$ cat src/rtl/hazard_stall_ctrl.sv
// Stall/flush controller for the 5-stage pipeline: load-use bubbles, memory-busy freeze,
// taken-branch flush of IF/ID, and a saturating count of PC-stall cycles.
module hazard_stall_ctrl #(
    parameter int unsigned LOAD_STALL_CYC = 1,
    parameter int unsigned CNT_W          = 16
) (
    input  logic             clk_i,
    input  logic             rst_i,
    input  logic [4:0]       IFID_RSaddr_i,
    input  logic [4:0]       IFID_RTaddr_i,
    input  logic             IFID_UsesRT_i,
    input  logic             IDEX_MemRead_i,
    input  logic [4:0]       IDEX_RTaddr_i,
    input  logic             Branch_taken_i,
    input  logic             Dmem_busy_i,
    output logic             PC_Write_o,
    output logic             IFID_Write_o,
    output logic             IDEX_Bubble_o,
    output logic             IFID_Flush_o,
    output logic             EXMEM_Hold_o,
    output logic [1:0]       state_o,
    output logic [CNT_W-1:0] stall_cnt_o
);

    typedef enum logic [1:0] {
        RUN     = 2'b00,
        LDSTALL = 2'b01,
        MEMWAIT = 2'b10
    } state_t;

    localparam logic [1:0] LDCNT_INIT = 2'(LOAD_STALL_CYC - 1);

    state_t           state;
    state_t           state_nxt;
    logic [1:0]       ldcnt;
    logic [1:0]       ldcnt_nxt;
    logic [CNT_W-1:0] stall_cnt;
    logic             hazard;
    logic             stall_owed;

    // Load in EX writes a register the ID instruction is about to read; $0 is never a hazard.
    assign hazard = IDEX_MemRead_i && (IDEX_RTaddr_i != 5'd0) &&
                    ((IDEX_RTaddr_i == IFID_RSaddr_i) ||
                     (IFID_UsesRT_i && (IDEX_RTaddr_i == IFID_RTaddr_i)));

    // Remaining bubbles of an interrupted load stall are replayed once memory frees up.
    assign stall_owed = ((state == LDSTALL) || (state == MEMWAIT)) && (ldcnt != 2'd0);

    always_ff @(posedge clk_i or posedge rst_i) begin
        if (rst_i) begin
            state     <= RUN;
            ldcnt     <= 2'd0;
            stall_cnt <= '0;
        end else begin
            state <= state_nxt;
            ldcnt <= ldcnt_nxt;
            if (!PC_Write_o && (stall_cnt != {CNT_W{1'b1}}))
                stall_cnt <= stall_cnt + CNT_W'(1);
        end
    end

    always_comb begin
        PC_Write_o    = 1'b1;
        IFID_Write_o  = 1'b1;
        IDEX_Bubble_o = 1'b0;
        IFID_Flush_o  = 1'b0;
        EXMEM_Hold_o  = 1'b0;
        state_nxt     = RUN;
        ldcnt_nxt     = 2'd0;

        if (rst_i) begin
            PC_Write_o    = 1'b0;
            IFID_Write_o  = 1'b0;
            IDEX_Bubble_o = 1'b1;
        end else if (Dmem_busy_i) begin
            PC_Write_o   = 1'b0;
            IFID_Write_o = 1'b0;
            EXMEM_Hold_o = 1'b1;
            state_nxt    = MEMWAIT;
            ldcnt_nxt    = ldcnt;
        end else if (stall_owed) begin
            PC_Write_o    = 1'b0;
            IFID_Write_o  = 1'b0;
            IDEX_Bubble_o = 1'b1;
            ldcnt_nxt     = ldcnt - 2'd1;
            state_nxt     = (ldcnt == 2'd1) ? RUN : LDSTALL;
        end else if (hazard) begin
            PC_Write_o    = 1'b0;
            IFID_Write_o  = 1'b0;
            IDEX_Bubble_o = 1'b1;
            if (LOAD_STALL_CYC > 1) begin
                state_nxt = LDSTALL;
                ldcnt_nxt = LDCNT_INIT;
            end
        end else if (Branch_taken_i) begin
            IFID_Flush_o = 1'b1;
        end
    end

    assign state_o     = state;
    assign stall_cnt_o = stall_cnt;

endmodule

$ cat config.mk
export PLATFORM = sky130hd
export DESIGN_NAME = hazard_stall_ctrl
export DESIGN_NICKNAME = d
export VERILOG_FILES = /design/src/rtl/hazard_stall_ctrl.sv
export SDC_FILE = /design/constraint.sdc
export NUM_CORES = 1
export LEC_CHECK = 0
export CORE_ASPECT_RATIO = 0.6
export CORE_MARGIN = 1.5
export CORE_UTILIZATION = 30
export DETAILED_ROUTE_END_ITERATION = 8
export PLACE_DENSITY_LB_ADDON = 0.15
export SYNTH_ARGS = -nofsm -noshare
export SYNTH_HDL_FRONTEND = slang
export SYNTH_SLANG_ARGS = --single-unit
$ cat constraint.sdc
create_clock -name clk_i -period 2.2 [get_ports clk_i]
set_input_delay 0.33 -clock clk_i [delete_from_list [all_inputs] [get_ports clk_i]]
set_output_delay 0.33 -clock clk_i [all_outputs]
set_load 0.01 [all_outputs]
==> results.py, run 1 <==
metrics = {
    "layout": {
        "synthToLayoutAreaGrowth_pct": 51.19,
        "n_antenna_cell": 0,
        "regArea_um2": 500.5,
        "drive_above_1_share_pct": 17.34,
        "nFillCells": 359,
        "finish.instance_area_um2": 1829,
        "final_cells": 220,
        "design.final.nets": 198,
        "multi_input_comb_area_um2": 671.9,
    },
    "floorplan": {
        "fp.dieW_um": 84.99,
        "io_pins": 44,
        "start_util_pct": 32.14,
        "num_rows": 17,
        "design.core.area_um2": 3765,
        "dieArea_um2": 4435,
        "die_y_um": 52.19,
    },
    "timing": {
        "fin_skew_ns": 0.003956,
        "final-setup-viol-count": 0,
        "hold_ws_ns": 0.5089,
        "worst_pin_slew_ns": 0.4697,
        "hold_viol_final": 0,
        "fin_crit_sh_pct": 95.57,
        "period_needed_ns": 2.103,
        "grt_setup_unrepaired": "no",
        "max_slew_margin_pct": 68.57,
        "setup-tns-final_ns": 0,
        "clock.fmax_mhz": 475.6,
        "slew_violations": 0,
    },
    "synth": {
        "synth_area_um2": 1210,
        "synth_cell_types": 33,
        "synth-seq-cells": 20,
        "synth_nets": 142,
        "synth_seq_area_share_pct": 41.37,
        "muxShareOfSynthArea_pct": 1.861,
        "synthSimpleGateAreaFrac_pct": 26.47,
        "synth-xor-area-share_pct": 17.37,
        "synth_top_family_by_area": "simple AND/OR/NAND/NOR gates",
        "synthAdderAreaFrac_pct": 3.102,
        "yosys_warnings": 0,
        "synth_compound_area_share_pct": 6.722,
        "syn_avg_cell_area_um2": 10.25,
        "syn_inst": 118,
    },
    "power": {
        "pwr-share-seq_pct": 39.3,
        "p_switching_uw": 489.8,
        "clkPwrFrac_pct": 24.2,
        "combPwrFrac_pct": 36.5,
        "report.power.total_uw": 1506,
        "leakage_uw": 0.0008007,
        "internal_power_uw": 1016,
        "powerDensity_nw_per_um2": 823.2,
        "p_sw_share_pct": 32.53,
        "peakVddDrop_uv": 354.5,
    },
    "clock_network": {
        "cts-root-buf": "clkbuf_8",
        "h-tree-depth": 1,
        "clkTransAtPathRegs_ns": 0.08,
        "clk-insertion-delay-late_ns": 0.26,
        "cts_tree": "done",
        "cts_num_sinks": 20,
        "cts_hold_buffers": 0,
        "cts_buffers": 3,
        "clock_path_buffers": 2,
    },
    "global_route": {
        "grt_pass1_vias": 1042,
        "grt_antenna_before_repair": 0,
        "grt_max_degree": 21,
        "grt-ovfl-total": 0,
        "grt_pass1_wl_um": 4643,
        "grt_usage_pct": 13.83,
    },
    "setup_path": {
        "crit_slowest_cell": "clkdlybuf4s50_1",
        "cp_max_fo": 3,
        "critical_path_class": "in -> out",
        "end_kind": "output pin",
        "crit_path_cell_trace": "clkdlybuf4s50_1 -> xnor2_1 -> nand2_1 -> o22ai_2 -> a31oi_4 -> buf_4 -> and2_1 -> buf_2",
        "max_stage_delay_ns": 0.47,
        "cp.required_ns": 1.87,
        "crit_path_start_kind": "input port",
        "worstPathArrival_ns": 1.77,
    },
    "min_path": {
        "hp-class": "reg -> reg",
    },
    "run_status": {
        "violations": "DRC",
        "status": "finished, violations left",
    },
    "placement": {
        "gp_congestion": 0.7520,
        "place_hpwl_um": 2214,
        "placed_cell_area_um2": 1744,
        "port_buffers": 43,
        "place_inst": 214,
    },
    "detailed_routing": {
        "drt-total-wl_um": 2799,
        "num_vias": 1033,
        "vias_per_cell": 4.695,
        "ant_nets": 0,
        "drtPass1Iterations": 6,
        "drtIter0Drc": 20,
        "drc_errors": 2,
        "wire_per_inst_um": 12.72,
    },
    "flow_run": {
        "maxCapViolCount": 0,
    },
}
## worst max-delay path, delay by kind of cell
| kind | cells | cell delay [ns] |
|---|---|---|
| AO/OA/AOI/OAI | 2 | 0.36 |
| XOR/XNOR | 1 | 0.11 |
| buffers and inverters | 3 | 0.75 |
| AND/OR/NAND/NOR | 2 | 0.22 |
## power groups by stage
stage	clock network [uW]	registers (uW)	logic (uW)
2_1_floorplan	0	616	228
3_3_place_gp	0	590	547
3_5_place_dp	0	598	566
4_1_cts	377	591	564
5_1_grt	401	608	601
6_report	365	592	550
## cell families (layout without fill, tap and decap cells)
kind of cell | count (synthesis) | in the layout
adders and majority gates | 3 | 3
and+or+nand+nor | 54 | 54
xor gates and xnor gates | 24 | 24
buffers and inverters | 7 | 62
AOI/OAI and AO/OA | 8 | 8
muxes | 2 | 2
DFF | 20 | 20
## flip-flops by register name, indices dropped and copies added (netlist names)
signal,count
ldcnt,2
stall_cnt_o,16
state_o,2
## final cells by class
class	count	share of cell area, %
clock buffers	3	2.257
clock inverters	1	1.642
flip-flops and latches	20	27.36
multi-input cells	91	36.73
inverters	4	0.8208
repair buffers	54	27.98
well taps	47	3.215
## what timing repair did
item,CTS,global route
buffers inserted,3,0
setup endpoints to repair,4,5
gates cloned,0,0
resized for setup,15,7
pin swaps,2,10
## worst paths after layout
| kind | from | to | slack [ns] | cells after the start |
|---|---|---|---|---|
| min | stall_cnt_o[15]$_DFFE_PP0P_ | stall_cnt_o[15]$_DFFE_PP0P_ | 0.51 | 1 |
| max in group asynchronous | rst_i | stall_cnt_o[2]$_DFFE_PP0P_ | 1.39 | 4 |
| min reg2reg | stall_cnt_o[15]$_DFFE_PP0P_ | stall_cnt_o[15]$_DFFE_PP0P_ | 0.51 | 1 |
| max reg2reg | ldcnt[0]$_DFFE_PP0N_ | stall_cnt_o[1]$_DFFE_PP0P_ | 0.21 | 10 |
| min in group asynchronous | rst_i | ldcnt[0]$_DFFE_PP0N_ | 0.60 | 4 |
| max | IFID_RSaddr_i[0] | IFID_Flush_o | 0.1 | 8 |
## layer usage
metal  up-vias  routed length (um)  track usage [%]
met4         0                  14            4.918
met1       486                1327            17.32
met2        27                1310            23.02
li1        518                   -                -
met5         -                   0                0
met3         2                 147            4.094
## synth_stat cells
library cell	count	area share, %
a21o_1	1	0.62
a21oi_1	2	0.83
a21oi_2	1	0.72
a311o_2	1	0.93
a31oi_4	1	1.8
and2_1	1	0.52
and3_1	1	0.52
and4bb_1	1	1.0
buf_4	1	0.62
buf_6	1	0.93
clkbuf_1	1	0.31
dfrtp_1	20	41
ha_1	3	3.1
inv_1	4	1.2
mux2_1	2	1.9
nand2_1	11	3.4
nand2b_1	1	0.52
nand3_1	7	2.9
nand4_1	5	2.6
nand4_2	1	1.0
nor2_1	10	3.1
nor2b_1	1	0.52
nor3_1	6	2.5
nor3_2	2	1.7
nor3_4	1	1.3
nor4_1	1	0.52
nor4_2	2	2.1
nor4b_2	1	1.2
o22ai_2	1	1.0
o32a_1	1	0.83
or2_2	2	1.0
xnor2_1	11	8.0
xor2_1	13	9.4
## metrics by stage
stage	util [%]	worst slack, ns
floorplan	-	0.4035
global placement	46.33	-0.3178
detailed placement	46.33	-0.3656
CTS	48.32	0.03253
global route	48.59	0.008870
finish	48.59	0.09746
## placed cells by master (no fill, tap or decap), types with 6 or more instances in the layout
master and instances:
clkdlybuf4s50_1 27, nor3_1 6, xnor2_1 11, nand2_1 11, nor2_1 10, dlygate4sd2_1 7, xor2_1 13, buf_4 11
dlymetal6s2s_1 7, dfrtp_1 20, nand3_1 7
No activity file was read; power rests on OpenSTA's default activity.
==> inputs of run 2 (changes only) <==
Settings changed: SLEW_MARGIN set to 20.
==> results of run 2 <==
Same layout as run 1: the final DEF is identical, and so are final timing and power.
==> edit 1 (flow settings as in run 1) <==
Make the reset (`rst_i`) synchronous in one clocked block.
--- a/src/rtl/hazard_stall_ctrl.sv
+++ b/src/rtl/hazard_stall_ctrl.sv
@@ -46,7 +46,7 @@
     // Remaining bubbles of an interrupted load stall are replayed once memory frees up.
     assign stall_owed = ((state == LDSTALL) || (state == MEMWAIT)) && (ldcnt != 2'd0);
 
-    always_ff @(posedge clk_i or posedge rst_i) begin
+    always_ff @(posedge clk_i) begin
         if (rst_i) begin
             state     <= RUN;
             ldcnt     <= 2'd0;
Function: differs if rst_i is asserted again (counterexample within 4 cycles, from zero or initial values and one cycle with rst_i high); with rst_i held inactive, the same outputs for 10 cycles.
==> edit 1 against run 1 <==
- count of clock-buffer cells in the layout is the same
- first-iteration DRC count rose to 3.3 times the old value
- final area grew 12%
- worst setup slack lost 11 ps
- routed wire length increased by 21%
- non-clock buffer count is 10 higher
- critical path depth grew 2
- highest routed layer unchanged
- sequential cell count is the same
- area after synthesis shrank 0.72%
Power is not compared: it rests on default switching activity, and its combinational part moved more than twofold at a synthesized area within 25%.
==> edit 1: results (changes against run 1) <==
worstHoldStart: "ldcnt[1]$_SDFFE_PP0N_"  # was stall_cnt_o[15]$_DFFE_PP0P_
placed_cell_area_mm2: 0.00178  # was 0.00174 mm^2
tightest_slew_ps: 300  # was 470 ps
worstRegToRegCells: 8  # was 10
startpoint: "IDEX_RTaddr_i[2]"  # was IFID_RSaddr_i[0]
status: "finished clean"  # was finished, violations left
synth.area.top_cells: "dfxtp_1 (33%), xor2_1 (7.3%), a21oi_1 (5.4%), mux2_2 (4.7%), nand3_1 (4.6%)"  # was dfrtp_1 (41%), xor2_1 (9.4%), xnor2_1 (8.0%), nand2_1 (3.4%), ha_1 (3.1%)
r2r-end: "stall_cnt_o[13]$_SDFFE_PP0P_"  # was stall_cnt_o[1]$_DFFE_PP0P_
max_stage_delay_ps: 360  # was 470 ps
endpoint: "stall_cnt_o[10]$_SDFFE_PP0P_"  # was IFID_Flush_o
ys.warnings.count: 0  # unchanged
drt-pass1-iter-count: 4  # was 6
layout.nets: 228  # was 198
synth_nets: 168  # was 142
grt_pass1_wl_mm: 5.53  # was 4.64 mm
drive_above_1_share_pct: 33.0  # was 17.3%
hold_ws_ps: 505  # was 509 ps
holdPathEnd: "ldcnt[1]$_SDFFE_PP0N_"  # was stall_cnt_o[15]$_DFFE_PP0P_
async_flop_share_pct: 0  # was 100%
r2r_slack_ps: 190  # was 210 ps
ys_seq_area_share_pct: 33.3  # was 41.4%
dr.first_iter.drc_count: 66  # was 20
cp_slowest_cell: "mux2_2"  # was clkdlybuf4s50_1
path_clk_slew_ps: 80  # about the same
wirelength_mm: 3.39  # was 2.80 mm
clk_path_buf_depth: 2  # unchanged
via_count: 1288  # was 1,033
globalplace.congestion: 0.789  # was 0.752
grt_max_degree: 26  # was 21
grt_use_total_pct: 15.9  # was 13.8%
worstPathMaxFanout: 6  # was 3
dpl.hpwl_mm: 2.50  # was 2.21 mm
r2r-start: "stall_cnt_o[0]$_SDFFE_PP0P_"  # was ldcnt[0]$_DFFE_PP0N_
skew_ps: 2.19  # was 3.96 ps
synth.distinct_cells: 37  # was 33
crit_family: "simple AND/OR/NAND/NOR gates"  # was buffers and inverters
synth_commonest_cells: "dfxtp_1 (20), a21oi_1 (13), nand3_1 (11), nor2_1 (10), xor2_1 (10)"  # was dfrtp_1 (20), xor2_1 (13), nand2_1 (11), xnor2_1 (11), nor2_1 (10)
arrival_ps: 2270  # was 1770 ps
setup_viol: 0  # unchanged
hold_path_depth: 2  # was 1
n_fill_cell: 344  # was 359
## edit 1: per-stage QoR
stage	utilization (%)	setup TNS, ps	setup slack [ps]	instances	total power, mW
global placement	47.5	-7960	-541	243	0.526
finish	54.7	0	86.1	250	0.911
global route	54.7	-67.7	-30.4	250	0.955
floorplan	-	0	56.3	144	0.442
CTS	51.2	0	3.44	248	0.902
detailed placement	47.5	-9150	-618	243	0.530
## edit 1: area by class of cell
| class | count | area share, % |
|---|---|---|
| clock buffer | 3 | 2.02 |
| clock inverter | 1 | 1.47 |
| inverter | 5 | 1.04 |
| multi-input combinational | 110 | 43.7 |
| sequential | 20 | 19.6 |
| tap | 47 | 2.87 |
| timing repair buffer | 64 | 29.3 |
## edit 1: logic make-up (layout without fill, tap and decap cells)
logic type	after synthesis	after routing	share of synthesized area, %
muxes	5	5	4.69
xor gates and xnor gates	11	11	8.02
DFF	20	20	33.3
adders and majority gates	3	3	3.13
AOI/OAI and AO/OA	29	29	16.0
and+or+nand+nor	62	62	29.1
buffers and inverters	14	73	5.73
## edit 1: what timing repair did
| action | 4_1_cts | 5_1_grt |
|---|---|---|
| gates cloned | 0 | 1 |
| setup endpoints to repair | 17 | 14 |
| gates resized for setup | 33 | 37 |
| pin swaps | 6 | 21 |
| buffers inserted | 1 | 2 |
## edit 1: power by group through the flow
stage	registers (mW)	clock network, mW	logic (mW)
final	0.371	0.370	0.170
after global routing	0.373	0.398	0.184
after CTS	0.371	0.379	0.153
after detailed placement	0.379	0	0.151
after global placement	0.379	0	0.147
after floorplan	0.384	0	0.0575
## edit 1: routing by layer
metal / track usage (%) / routed length, um / vias to the layer above
met4: 3.76 / 17 / 0
li1: - / - / 636
met5: 0 / 0 / -
met3: 5.24 / 270 / 2
met1: 20.9 / 1570 / 605
met2: 25.7 / 1530 / 45
==> edit 2 (config.mk and constraints of run 1) <==
Without the edit above. Change the parameter `CNT_W` from 16 to 32.
--- a/src/rtl/hazard_stall_ctrl.sv
+++ b/src/rtl/hazard_stall_ctrl.sv
@@ -2,7 +2,7 @@
 // taken-branch flush of IF/ID, and a saturating count of PC-stall cycles.
 module hazard_stall_ctrl #(
     parameter int unsigned LOAD_STALL_CYC = 1,
-    parameter int unsigned CNT_W          = 16
+    parameter int unsigned CNT_W          = 32
 ) (
     input  logic             clk_i,
     input  logic             rst_i,
Interface: changed (resized stall_cnt_o); port bits go from 44 to 60. No check against the original RTL was run, so the function may have changed too.
==> edit 2 against run 1 <==
- worst hold slack lost 11 ps
- non-clock buffer count grew 26
- sequential cell count grew 16
- combinational power shrank 12%
- power grew 20%
- final area grew 60%
- register-to-register slack lost 30 ps
- area after synthesis grew 60%
- routed wire length grew 69%
- cell count grew 61%
- worst setup slack lost 5.0 ps
- largest power group unchanged
==> edit 2: results (changes against run 1) <==
dr.first_iter.drc_count: 48  # was 20
r2r-end: "stall_cnt_o[3]$_DFFE_PP0P_"  # was stall_cnt_o[1]$_DFFE_PP0P_
grt_use_total_pct: 14.9  # was 13.8%
numCtsBuffers: 5  # was 3
final_cells: 354  # was 220
port_buffers: 59  # was 43
slew_headroom_pct: 69.3  # was 68.6%
globalplace.congestion: 0.750  # was 0.752
r2r_slack_ps: 180  # was 210 ps
worstPathMaxFanout: 4  # was 3
p_leak_nw: 1.29  # was 0.801 nW
synth_nets: 209  # was 142
layout.nets: 294  # was 198
status: "finished clean"  # was finished, violations left
r2r-start: "stall_cnt_o[13]$_DFFE_PP0P_"  # was ldcnt[0]$_DFFE_PP0N_
p_int_mw: 1.29  # was 1.02 mW
dpl.hpwl_mm: 3.56  # was 2.21 mm
dp_cells: 345  # was 214
drive_above_1_share_pct: 18.5  # was 17.3%
largest_reg_flops: 32  # was 16
synthXorXnorAreaFrac_pct: 18.9  # was 17.4%
clk_latency_ps: 280  # was 260 ps
peakVddDrop_mv: 0.412  # was 0.355 mV
synth.distinct_cells: 36  # was 33
synth_commonest_cells: "dfrtp_1 (36), xnor2_1 (33), nand2_1 (18), nand3_1 (17)"  # was dfrtp_1 (20), xor2_1 (13), nand2_1 (11), xnor2_1 (11), nor2_1 (10)
synthAdderAreaFrac_pct: 1.93  # was 3.10%
grt_pass1_wl_mm: 8.02  # was 4.64 mm
synth.area.mux_share_pct: 0  # was 1.86%
grt_max_degree: 37  # was 21
synth_cells: 185  # was 118
drt-pass1-iter-count: 4  # was 6
skew_ps: 3.29  # was 3.96 ps
holdPathEnd: "stall_cnt_o[6]$_DFFE_PP0P_"  # was stall_cnt_o[15]$_DFFE_PP0P_
wirelength_mm: 4.72  # was 2.80 mm
worstHoldStart: "stall_cnt_o[6]$_DFFE_PP0P_"  # was stall_cnt_o[15]$_DFFE_PP0P_
synth.area.top_cells: "dfrtp_1 (46%), xnor2_1 (15%), nand3_1 (4.4%), xor2_1 (4.1%), nand2_1 (3.5%)"  # was dfrtp_1 (41%), xor2_1 (9.4%), xnor2_1 (8.0%), nand2_1 (3.4%), ha_1 (3.1%)
h-tree-depth: 2  # was 1
[edit 2: cell types whose count changed after synthesis, sizes merged, moves of 3 or more]
cell	delta
xor2	-4
and4	+3
nand4	+5
and3	+3
xnor2	+22
dfrtp	+16
nor3	-3
inv	+4
nand2	+8
and2	+3
nand3	+11
[edit 2: cell type report]
class | count | area [um^2]
clock buffer | 7 | 96.3
fill | 594 | 3270
inverter | 8 | 30.0
multi-input combinational | 139 | 1040
sequential | 36 | 901
tap | 84 | 105
timing repair buffer | 80 | 754
[edit 2: timing repair]
item | 4_1_cts | 5_1_grt
pin swaps | 3 | 1
endpoints found under the setup margin | 5 | 31
gates resized for setup | 21 | 7
setup buffers | 1 | 1
gates cloned | 0 | 0
[edit 2: power groups by stage]
stage | clock network [mW] | registers [mW] | logic (mW)
floorplan | 0 | 0.842 | 0.188
global placement | 0 | 0.827 | 0.474
detailed placement | 0 | 0.825 | 0.480
CTS | 0.526 | 0.814 | 0.480
global route | 0.554 | 0.826 | 0.528
finish | 0.509 | 0.816 | 0.484
[edit 2: cells by family (layout without fill, tap and decap cells)]
family	count (synthesis)	after routing
flops	36	36
buf+inv	10	95
fa+ha+maj	3	3
xor+xnor	42	42
compound gates	9	9
simple gates	85	85
[edit 2: through the flow]
| stage | setup WS [ps] | cell area, um^2 |
|---|---|---|
| 2_1_floorplan | 330 | 1940 |
| 3_3_place_gp | -481 | 2770 |
| 3_5_place_dp | -495 | 2770 |
| 4_1_cts | 4.82 | 2880 |
| 5_1_grt | 0.221 | 2930 |
| 6_report | 92.4 | 2930 |
[edit 2: routing by layer]
metal	wire length, um	global-route usage (%)	vias up
li1	-	-	807
met1	2690	23.6	762
met2	1760	19.2	28
met3	231	4.56	4
met4	29	3.00	0
met5	0	0	-
